==> config.mk <==
export PLATFORM = sky130hd
export DESIGN_NAME = imm_gen_pipe
export DESIGN_NICKNAME = d
export VERILOG_FILES = /design/src/rtl/imm_gen_pipe.sv
export SDC_FILE = /design/constraint.sdc
export NUM_CORES = 1
export LEC_CHECK = 0
export CORE_ASPECT_RATIO = 1.25
export CORE_MARGIN = 4
export CORE_UTILIZATION = 50
export CTS_CLUSTER_SIZE = 30
export DETAILED_ROUTE_END_ITERATION = 8
export GPL_ROUTABILITY_DRIVEN = 0
export PLACE_DENSITY = 0.8
export SLEW_MARGIN = 20
export SYNTH_ARGS = -nofsm -noshare
export SYNTH_HDL_FRONTEND = slang
export SYNTH_SLANG_ARGS = --single-unit
export TNS_END_PERCENT = 5
==> constraint.sdc <==
create_clock -name clk -period 3.9 [get_ports clk]
set_clock_uncertainty 0.15 [all_clocks]
set_input_delay 0.78 -clock clk [delete_from_list [all_inputs] [get_ports clk]]
set_output_delay 0.78 -clock clk [all_outputs]
set_load 0.01 [all_outputs]
==> src/rtl/imm_gen_pipe.sv <==
// Decode-stage immediate generator: I/S/B/U/J/zimm extraction, sign-extended to XLEN, tag carried alongside.
// Latency: STAGES register stages; accepted at edge N, valid at the output after edge N+STAGES-1.
// Backpressure: valid/ready per stage with ready chained back from out_ready; full throughput, no bubbles.
module imm_gen_pipe #(
    parameter int XLEN   = 32,
    parameter int STAGES = 2,
    parameter int TAG_W  = 5
) (
    input  logic              clk,
    input  logic              rst,
    input  logic              in_valid,
    output logic              in_ready,
    input  logic [31:0]       instruction,
    input  logic [2:0]        imm_sel,
    input  logic [TAG_W-1:0]  in_tag,
    output logic              out_valid,
    input  logic              out_ready,
    output logic [XLEN-1:0]   immediate,
    output logic [TAG_W-1:0]  out_tag,
    output logic              out_err,
    output logic [15:0]       err_count
);

    // Reject unsupported configurations at elaboration.
    if (XLEN != 32 && XLEN != 64) begin : g_bad_xlen
        $error("imm_gen_pipe: XLEN must be 32 or 64");
    end
    if (STAGES < 1 || STAGES > 4) begin : g_bad_stages
        $error("imm_gen_pipe: STAGES must be in 1..4");
    end

    localparam logic [2:0] SEL_I    = 3'b000;
    localparam logic [2:0] SEL_S    = 3'b001;
    localparam logic [2:0] SEL_B    = 3'b010;
    localparam logic [2:0] SEL_U    = 3'b011;
    localparam logic [2:0] SEL_J    = 3'b100;
    localparam logic [2:0] SEL_ZIMM = 3'b101;

    // Opcode bits never contribute to any immediate format.
    logic unused_opcode;
    assign unused_opcode = ^instruction[6:0];

    logic [XLEN-1:0] ext_imm;
    logic            ext_err;

    // Combinational extraction of the selected immediate format.
    always_comb begin
        ext_imm = '0;
        ext_err = 1'b0;
        case (imm_sel)
            SEL_I:    ext_imm = {{(XLEN-12){instruction[31]}}, instruction[31:20]};
            SEL_S:    ext_imm = {{(XLEN-12){instruction[31]}}, instruction[31:25], instruction[11:7]};
            SEL_B:    ext_imm = {{(XLEN-12){instruction[31]}}, instruction[7], instruction[30:25],
                                 instruction[11:8], 1'b0};
            // The top bit of the 32-bit U value is inst[31], so it doubles as the extension bit.
            SEL_U:    ext_imm = {{(XLEN-31){instruction[31]}}, instruction[30:12], 12'b0};
            SEL_J:    ext_imm = {{(XLEN-20){instruction[31]}}, instruction[19:12], instruction[20],
                                 instruction[30:21], 1'b0};
            SEL_ZIMM: ext_imm = {{(XLEN-5){1'b0}}, instruction[19:15]};
            default:  ext_err = 1'b1;
        endcase
    end

    logic [STAGES-1:0]             vld_q;
    logic [STAGES-1:0][XLEN-1:0]   imm_q;
    logic [STAGES-1:0][TAG_W-1:0]  tag_q;
    logic [STAGES-1:0]             err_q;
    logic [STAGES-1:0]             stage_rdy;

    // A stage can load when it or any stage downstream of it has a hole, or the sink is draining.
    always_comb begin
        stage_rdy = '0;
        for (int i = 0; i < STAGES; i++) begin
            stage_rdy[i] = out_ready;
            for (int j = i; j < STAGES; j++) begin
                if (!vld_q[j]) begin
                    stage_rdy[i] = 1'b1;
                end
            end
        end
    end

    assign in_ready = stage_rdy[0];

    // Stage registers: advance whenever the slot frees; payload only loads with a valid source.
    always_ff @(posedge clk or posedge rst) begin
        if (rst) begin
            vld_q <= '0;
            imm_q <= '0;
            tag_q <= '0;
            err_q <= '0;
        end else begin
            if (stage_rdy[0]) begin
                vld_q[0] <= in_valid;
                if (in_valid) begin
                    imm_q[0] <= ext_imm;
                    tag_q[0] <= in_tag;
                    err_q[0] <= ext_err;
                end
            end
            for (int i = 1; i < STAGES; i++) begin
                if (stage_rdy[i]) begin
                    vld_q[i] <= vld_q[i-1];
                    if (vld_q[i-1]) begin
                        imm_q[i] <= imm_q[i-1];
                        tag_q[i] <= tag_q[i-1];
                        err_q[i] <= err_q[i-1];
                    end
                end
            end
        end
    end

    logic [15:0] err_cnt_q;
    logic [15:0] err_cnt_d;

    // Count illegal selectors only on an actual input transfer, holding at all-ones.
    always_comb begin
        err_cnt_d = err_cnt_q;
        if (in_valid && in_ready && ext_err && (err_cnt_q != 16'hFFFF)) begin
            err_cnt_d = err_cnt_q + 16'd1;
        end
    end

    // Error counter register.
    always_ff @(posedge clk or posedge rst) begin
        if (rst) begin
            err_cnt_q <= '0;
        end else begin
            err_cnt_q <= err_cnt_d;
        end
    end

    assign out_valid = vld_q[STAGES-1];
    assign immediate = imm_q[STAGES-1];
    assign out_tag   = tag_q[STAGES-1];
    assign out_err   = err_q[STAGES-1];
    assign err_count = err_cnt_q;

endmodule

### After elaboration in Yosys (flattened, before gate mapping)

Cells that the tools add are included.

* register bits after elaboration: 94
* bits of input ports: 44
* output and inout bits: 56
* logic and storage cells: 28

* add/subtract/negate cells: 1
* equality and inequality tests: 6
* multiplexer cells: 5
* reductions and logical operators: 7

Operator list (count)
* 32-bit case mux with 6 select lines: 1
* 16-bit by 1-bit adder with 16-bit output, second input constant: 1
* 16-bit inequality test, second input constant: 1
* 3-bit by 2-bit equality test with 1-bit output, second input constant: 2
* 3-bit equality test, second input constant: 2
* 6-bit OR reduction: 1
* 1-bit 2-to-1 mux: 4
* 2-bit AND reduction: 2
* 3-bit by 1-bit equality test with 1-bit output, second input constant: 1
* 1-bit logical AND: 3
* 3-bit logical NOT: 1

### Logic depth before layout (Yosys ltp)

Gate-level depths: netlist of the first run.

* depth after elaboration: 5
* gate-level depth with buffers: 6
* depth with buffers taken out: 5

### Least setup slack after synthesis of the first run

OpenSTA, ideal clock, no wires.

* path type: input -> register
* start: in out_ready
* end: reg imm_q (netlist bit immediate[0])
* library setup time: 0.125 ns
* data arrival time: 1.913 ns
* required time: 3.625 ns
* slack: 1.712 ns
* stages on the path: 5
* path buffers: 2
* cells stage by stage: nand2b_1 -> nand2_1 -> clkbuf_1 -> buf_2 -> mux2_2

* word-level cells in the longest chain between the ends: 2

Ends and longest elaborated chain
* from (decl): RTL line 17 `input logic out_ready,`
* 1-bit 2-to-1 mux: RTL line 76 `if (!vld_q[j]) begin`
* 2-bit AND reduction (no line)
* to (signal, indexed assignment): RTL line 105 `imm_q[i] <= imm_q[i-1];`
* to (decl): RTL line 65 `logic [STAGES-1:0][XLEN-1:0] imm_q;`

No other way between the ends.
A chain may end at the register's enable or synchronous reset.

### Final worst setup path of the first run

* start: in out_ready
* end: out in_ready

* word-level cells in the longest chain between the ends: 2

Ends and longest elaborated chain
* 1-bit 2-to-1 mux (2 in series): RTL line 76
* to (decl): RTL line 12 `output logic in_ready,`

No other way between the ends.

==> flow_summary.toml, run 1 <==
[setup_path]
worstSetupStartpoint = "out_ready"
crit_fanout = 4
critPathRequiredTime_ns = 2.97
start_kind = "input pin"
arrival_ns = 2.13
critPathKind = "input pin to output port"
r2r-end = "imm_q[5]"
r2r-start = "vld_q[1]"
r2r_slack_ns = 1.80
reg2reg_depth = 6
critPathCaptureType = "output port"

[global_route]
grt_util_met3_pct = 5.07
track_usage_pct = 18.6
met1_usage_pct = 23.9
grtUsageMet2_pct = 30.6
grt_max_degree = 51
grt_pass1_vias = 3059
top_usage_layer = "met2"
grt_pass1_wl_mm = 15.2
grt_antenna_before_repair = 0
grt-ovfl-total = 0

[placement]
portBuffers = 92
post-place-ws_ns = 0.862
dp_hpwl_mm = 6.44

[timing]
tightest_slew_ns = 0.933
hold_viol = 0
setup_ws_ns = 0.843
fin_crit_sh_pct = 78.4
max_freq_mhz = 327
setup_viol = 0
slew_headroom_pct = 37.6
grt_setup_unrepaired = "no"
tns_ns = 0
slew_viol_final = 0
fin_crit_ns = 3.06

[floorplanning]
die_area_mm2 = 0.0101
die_x_um = 90.8
initial_core_util_pct = 51.7
core.rowCount = 37
die_h_um = 111
ios = 100
core_area_mm2 = 0.00829

[power_and_ir_drop]
powerDensity_mw_per_mm2 = 467
peakVddDrop_uv = 386
leakage_nw = 2.34

[final_layout]
fin_nets = 466
final_cell_mix = "dfrtp_1, clkdlybuf4s50_1, mux2_2, nand2_1, a21oi_1"
diodes = 0
layout_commonest_cell = "dfrtp_1"
fillers = 629
areaGrowthSynthToFinish_pct = 22.2
layout-drive-gt1-share_pct = 17.8
multi_input_area_mm2 = 0.00157
regArea_mm2 = 0.00235

[clock_network]
cts_resized = 0
cts.hold.buffers_added = 0
clock_path_buffers = 2
cts_tree = "done"
clock-sinks = 94
worstSkewPairLatency_ns = 0.36
cts-htree-levels = 3
post_cts_buffers = 0
clock-root-buffer = "clkbuf_8"
clk_pin_slew_ns = 0.09
cts_buffers = 9

[synth]
synth_edf_count = 0
ys_ff_latch = 94
synth_area_mm2 = 0.00428
synth-seq-area-share_pct = 54.9
synth_cell_types = 42
syn_nets = 413
synth-async-reset-ratio_pct = 100
yosys_warnings = 0
synth.avg_cell_area_um2 = 11.6
synthCells = 368
synthFlopType = "dfrtp_1"

[drt]
final_antenna_net_count = 0
dr.pass1.iters = 4
drt-initial-drc-count = 196
vias = 2911
wl_per_cell_um = 17.2
wl_mm = 8.98
viasPerCell = 5.57
drc = 0

[min_path]
whs_endpoint = "err_q[0]"
holdPathStages = 2
hold_start = "err_q[0]"
hold_path.class = "register to register"

[run_status]
outcome = "completed"

[job]
drv_cap = 0
-- state kept, by name (all words and copies together) (netlist names) --
signal and count:
imm_q 32, immediate 32, err_count 16, out_tag 5
tag_q 5, err_q 2, vld_q 2
-- per-stage QoR --
step	total power [W]	std cells	util, %	cell area (um^2)	hold WS, ns
2_1_floorplan	0.00162	368	-	4280	0.293
3_3_place_gp	0.00183	507	60.9	5040	0.310
3_5_place_dp	0.00186	507	60.9	5040	0.321
4_1_cts	0.00247	523	63.2	5240	0.345
5_1_grt	0.00258	523	63.2	5240	0.377
6_report	0.00245	523	63.2	5240	0.336
-- report_power, final --
group	switching (W)	total [W]	leakage, nW	internal [W]
logic	0.000244	0.000594	1.03	0.000350
registers	0.000106	0.00124	1.21	0.00113
clock network	0.000356	0.000616	0.0925	0.000260
total	0.000706	0.00245	2.34	0.00174
-- Yosys cell counts (all sizes together), types with 8 or more instances --
cell type  number  area (um^2)
a21oi          26          130
a22o           10         87.6
buf            44          312
clkbuf         12         46.3
dfrtp          94         2350
mux2           46          518
nand2          32          120
nand2b         10         62.6
nand3          10         50.1
o21ai          22          110
xor2            8         70.1
-- critical path, cell delays in order --
cell	delay, ns
clkdlybuf4s50_1	0.47
and3b_1	0.20
inv_1	0.12
clkdlybuf4s50_1	0.55
-- layer usage --
layer  part of all wire (%)  up-vias
li1                       -     1350
met2                     50      103
met3                    5.7       15
met1                     42     1443
met5                      0        -
met4                    1.7        0
-- worst max-delay path by stage --
stage	endpoint	slack (ns)	cells past startpoint
final	in_ready	0.84	4
after global routing	in_ready	0.82	4
after CTS	in_ready	0.85	4
after detailed placement	in_ready	0.86	4
after global placement	in_ready	0.85	4
after floorplan	err_count[0]	0.52	1
-- final cells by class --
class | count | area share (%)
Inverter | 3 | 0.263
Clock buffer | 10 | 2.63
Timing Repair Buffer | 98 | 18.9
Tap cell | 97 | 2.32
Multi-Input combinational cell | 215 | 29.9
Clock inverter | 6 | 1.05
Sequential cell | 94 | 44.9
-- kinds of logic (layout without fill, tap and decap cells) --
family / Yosys count / in the layout / share of synthesized area, %
xor+xnor: 14 / 14 / 2.86
mux: 47 / 47 / 12.3
compound gates: 67 / 67 / 9.17
buf+inv: 59 / 117 / 8.62
fa+ha+maj: 2 / 2 / 0.526
simple gates: 85 / 85 / 11.6
flops: 94 / 94 / 54.9
Power figures use the tool's default switching activity.
==> run 2, diff against run 1 <==
==> constraint.sdc (replaced) <==
create_clock -name clk -period 3.2 [get_ports clk]
set_clock_uncertainty 0.15 [all_clocks]
set_input_delay 0.64 -clock clk [delete_from_list [all_inputs] [get_ports clk]]
set_output_delay 0.64 -clock clk [all_outputs]
set_load 0.01 [all_outputs]
==> flow_summary.toml, run 2 (synthesized netlist as in run 1, its figures left out) <==
[run_status]
outcome = "completed"

[setup_path]
r2r-start = "err_count[9]"
slowest_stage = "clkdlybuf4s50_1"
arrival_ns = 2.00
critPathCapture = "in_ready"
crit_top_cell = "clkdlybuf4s50_1"
critPathCaptureType = "output port"
worstSetupStartpoint = "out_ready"
path_cells = "clkdlybuf4s50_1, and3b_1, inv_1, clkdlybuf4s50_1"
critPathKind = "input pin to output port"
cp_slowest_stage_delay_ns = 0.56
crit_fanout = 4
r2r_slack_ns = 1.12
start_kind = "input pin"
r2r-end = "err_count[1]"
reg2reg_depth = 4
critPathRequiredTime_ns = 2.41

[job]
drv_cap = 0

[clock_network]
clk_pin_slew_ns = 0.08
clock-root-buffer = "clkbuf_8"
clock-sinks = 94
worstSkewPairLatency_ns = 0.35
cts_tree = "done"
cts_buffers = 9
cts-htree-levels = 3
cts.hold.buffers_added = 0
clock_path_buffers = 2
post_cts_buffers = 0
cts_resized = 0

[floorplanning]
die_x_um = 90.8
die_area_mm2 = 0.0101
core_area_mm2 = 0.00829
core.rowCount = 37
die_h_um = 111
ios = 100
initial_core_util_pct = 51.7

[timing]
setup_viol = 0
tightest_slew_ns = 0.759
slew_headroom_pct = 49.3
grt_setup_unrepaired = "no"
fin_crit_sh_pct = 87.2
slew_viol_final = 0
tns_ns = 0
fin_crit_ns = 2.79
hold_viol = 0
max_freq_mhz = 358

[drt]
viasPerCell = 5.45
final_antenna_net_count = 0
drc = 0
wl_mm = 8.65
wl_per_cell_um = 16.5
drt-initial-drc-count = 126
vias = 2865
dr.pass1.iters = 8

[global_route]
grt_pass1_wl_mm = 14.7
grtUsageMet2_pct = 30.0
top_usage_layer = "met2"
grt_antenna_before_repair = 0
grt_max_degree = 39
track_usage_pct = 18.0
grt_util_met3_pct = 4.12
met1_usage_pct = 22.9
grt_pass1_vias = 3010
grt-ovfl-total = 0

[final_layout]
diodes = 0
fillers = 665
layout_commonest_cell = "dfrtp_1"
fin_nets = 469
regArea_mm2 = 0.00235
layout-drive-gt1-share_pct = 18.2
multi_input_area_mm2 = 0.00157
areaGrowthSynthToFinish_pct = 22.2
final_cell_mix = "dfrtp_1, clkdlybuf4s50_1, mux2_2, nand2_1, a21oi_1"
layout.cells.non_filler = 526
final_area_mm2 = 0.00523

[power_and_ir_drop]
powerDensity_mw_per_mm2 = 554
peakVddDrop_uv = 357
leakage_nw = 2.34

[placement]
portBuffers = 92
dp_cells = 510
dp_hpwl_mm = 6.34
place_area_mm2 = 0.00507

[min_path]
hold_path.class = "register to register"
==> run 2: layer usage <==
metal	wire length, um	part of all wire [%]	vias to the layer above
li1	-	-	1356
met1	3760	43	1418
met2	4310	50	78
met3	395	4.6	13
met4	181	2.1	0
met5	0	0	-
==> run 2: critical path: cells and delay by family <==
family | cells | cell delay, ns
buffers and inverters | 3 | 1.16
AND/OR/NAND/NOR | 1 | 0.20
==> run 2: area by class of cell <==
type	instances	area share, %
multi-input combinational	215	29.9
tap	97	2.32
clock buffer	10	2.44
timing repair buffer	101	19.4
sequential	94	44.9
inverter	3	0.287
clock inverter	6	0.741
==> run 2: worst min-delay path by stage <==
stage | cells after the start | from | slack, ns | to
floorplan | 2 | err_q[0] | 0.29 | err_q[0]
global placement | 2 | imm_q[29] | 0.31 | imm_q[29]
detailed placement | 2 | err_q[0] | 0.31 | err_q[0]
CTS | 2 | err_q[0] | 0.33 | err_q[0]
global route | 2 | imm_q[4] | 0.35 | imm_q[4]
finish | 2 | err_q[0] | 0.32 | err_q[0]
==> run 2: metrics by stage <==
step	total power (W)	hold slack, ns	worst slack (ns)	utilization, %
6_report	0.00290	0.323	0.410	63.2
5_1_grt	0.00306	0.355	0.355	63.2
4_1_cts	0.00294	0.332	0.423	63.2
3_5_place_dp	0.00226	0.311	0.431	61.2
3_3_place_gp	0.00223	0.310	0.442	61.2
2_1_floorplan	0.00198	0.293	1.15	-
==> run 2: power breakdown <==
group / switching (W) / internal, W
Sequential: 0.000126 / 0.00138
Combinational: 0.000294 / 0.000429
Clock: 0.000393 / 0.000279
==> run 3, diff against run 2 <==
--- a/config.mk
+++ b/config.mk
@@ -11,6 +11,7 @@
 export CTS_CLUSTER_SIZE = 30
 export DETAILED_ROUTE_END_ITERATION = 8
 export GPL_ROUTABILITY_DRIVEN = 0
+export MAX_ROUTING_LAYER = met4
 export PLACE_DENSITY = 0.8
 export SLEW_MARGIN = 20
 export SYNTH_ARGS = -nofsm -noshare
==> flow_summary.toml, run 3 (synthesized netlist as in run 1, its figures left out) <==
[final_layout]
layout_commonest_cell = "dfrtp_1"
fillers = 665
layout.cells.non_filler = 526
final_cell_mix = "dfrtp_1, clkdlybuf4s50_1, mux2_2, nand2_1, a21oi_1"
areaGrowthSynthToFinish_pct = 22.2
fin_nets = 469
fin_util_pct = 63.2
layout-drive-gt1-share_pct = 18.2
diodes = 0
final_area_mm2 = 0.00523

[clock_network]
cts-htree-levels = 3
worstSkewPairLatency_ns = 0.36
clock_path_buffers = 2
cts_resized = 0
cts.hold.buffers_added = 0
post_cts_buffers = 0
clock-root-buffer = "clkbuf_8"
clock-sinks = 94
cts_buffers = 9
cts_tree = "done"
clk_pin_slew_ns = 0.08

[timing]
hold_viol = 0
slew_viol_final = 0
max_freq_mhz = 359
fin_crit_ns = 2.79
tightest_slew_ns = 0.755
tns_ns = 0
fin_crit_sh_pct = 87.0
setup_viol = 0
grt_setup_unrepaired = "no"
slew_headroom_pct = 49.6

[drt]
vias = 2865
viasPerCell = 5.45
dr.pass1.iters = 8
drt-initial-drc-count = 126
final_antenna_net_count = 0
wl_mm = 8.66
drc = 0
wl_per_cell_um = 16.5

[floorplanning]
core.rowCount = 37
die_x_um = 90.8
core_area_mm2 = 0.00829
die_area_mm2 = 0.0101
die_h_um = 111
ios = 100
initial_core_util_pct = 51.7

[power_and_ir_drop]
p_switching_w = 0.000813
p_int_w = 0.00208
peakVddDrop_uv = 357
seqPwrFrac_pct = 51.8
comb_power_share_pct = 24.9
clock_power_share_pct = 23.2
p_total_w = 0.00290
powerDensity_mw_per_mm2 = 554
switching_share_pct = 28.1
leakage_nw = 2.34

[run_status]
outcome = "completed"

[setup_path]
critPathCaptureType = "output port"
start_kind = "input pin"
arrival_ns = 2.00
critPathRequiredTime_ns = 2.41
crit_fanout = 4
critPathKind = "input pin to output port"

[placement]
dp_cells = 510
dp_hpwl_mm = 6.34
place_area_mm2 = 0.00507
portBuffers = 92

[global_route]
grt_antenna_before_repair = 0
grt_pass1_wl_mm = 14.7
grt-ovfl-total = 0
grt_max_degree = 39
grt_pass1_vias = 3005
track_usage_pct = 18.6

[job]
drv_cap = 0

[min_path]
hold_path.class = "register to register"
## run 3: cell counts in the layout (fill, tap and decap cells not counted)
No cell type changed its count.
## run 3: final cells by class
type                            count  area [um^2]  share of cell area [%]
Clock inverter                      6         38.8                   0.741
Inverter                            3         15.0                   0.287
Timing Repair Buffer              101         1010                    19.4
Multi-Input combinational cell    215         1570                    29.9
Tap cell                           97          121                    2.32
Clock buffer                       10          128                    2.44
Sequential cell                    94         2350                    44.9
## run 3: stage by stage
step | setup WS (ns) | hold slack [ns]
6_report | 0.415 | 0.323
5_1_grt | 0.355 | 0.355
4_1_cts | 0.423 | 0.332
3_5_place_dp | 0.431 | 0.311
3_3_place_gp | 0.442 | 0.310
2_1_floorplan | 1.15 | 0.293
## run 3: worst paths after layout
| path | cells past startpoint | to | slack, ns | startpoint |
|---|---|---|---|---|
| worst max-delay path | 4 | in_ready | 0.41 | out_ready |
| worst max register to register | 4 | err_count[1] | 1.10 | err_count[9] |
| worst min register to register | 2 | err_q[0] | 0.32 | err_q[0] |
| min in group asynchronous | 2 | err_q[1] | 0.61 | rst |
| max in group asynchronous | 3 | immediate[2] | 1.69 | rst |
| worst min-delay path | 2 | err_q[0] | 0.32 | err_q[0] |
## run 3: per-layer routing
metal	up-vias	wire (um)	global-route usage [%]
met4	0	187	7.14
met2	78	4320	30.0
met5	-	0	-
met3	13	387	3.85
li1	1354	-	-
met1	1420	3760	23.1
## run 3: critical path, stage by stage
cell and delay [ns]:
clkdlybuf4s50_1 0.48, and3b_1 0.20, inv_1 0.12, clkdlybuf4s50_1 0.56
## run 3: power groups by stage
stage,Combinational [W],Clock [W],Sequential (W)
detailed placement,0.000732,0,0.00153
global route,0.000786,0.000746,0.00153
floorplan,0.000472,0,0.00151
global placement,0.000714,0,0.00152
finish,0.000723,0.000674,0.00150
CTS,0.000734,0.000698,0.00150
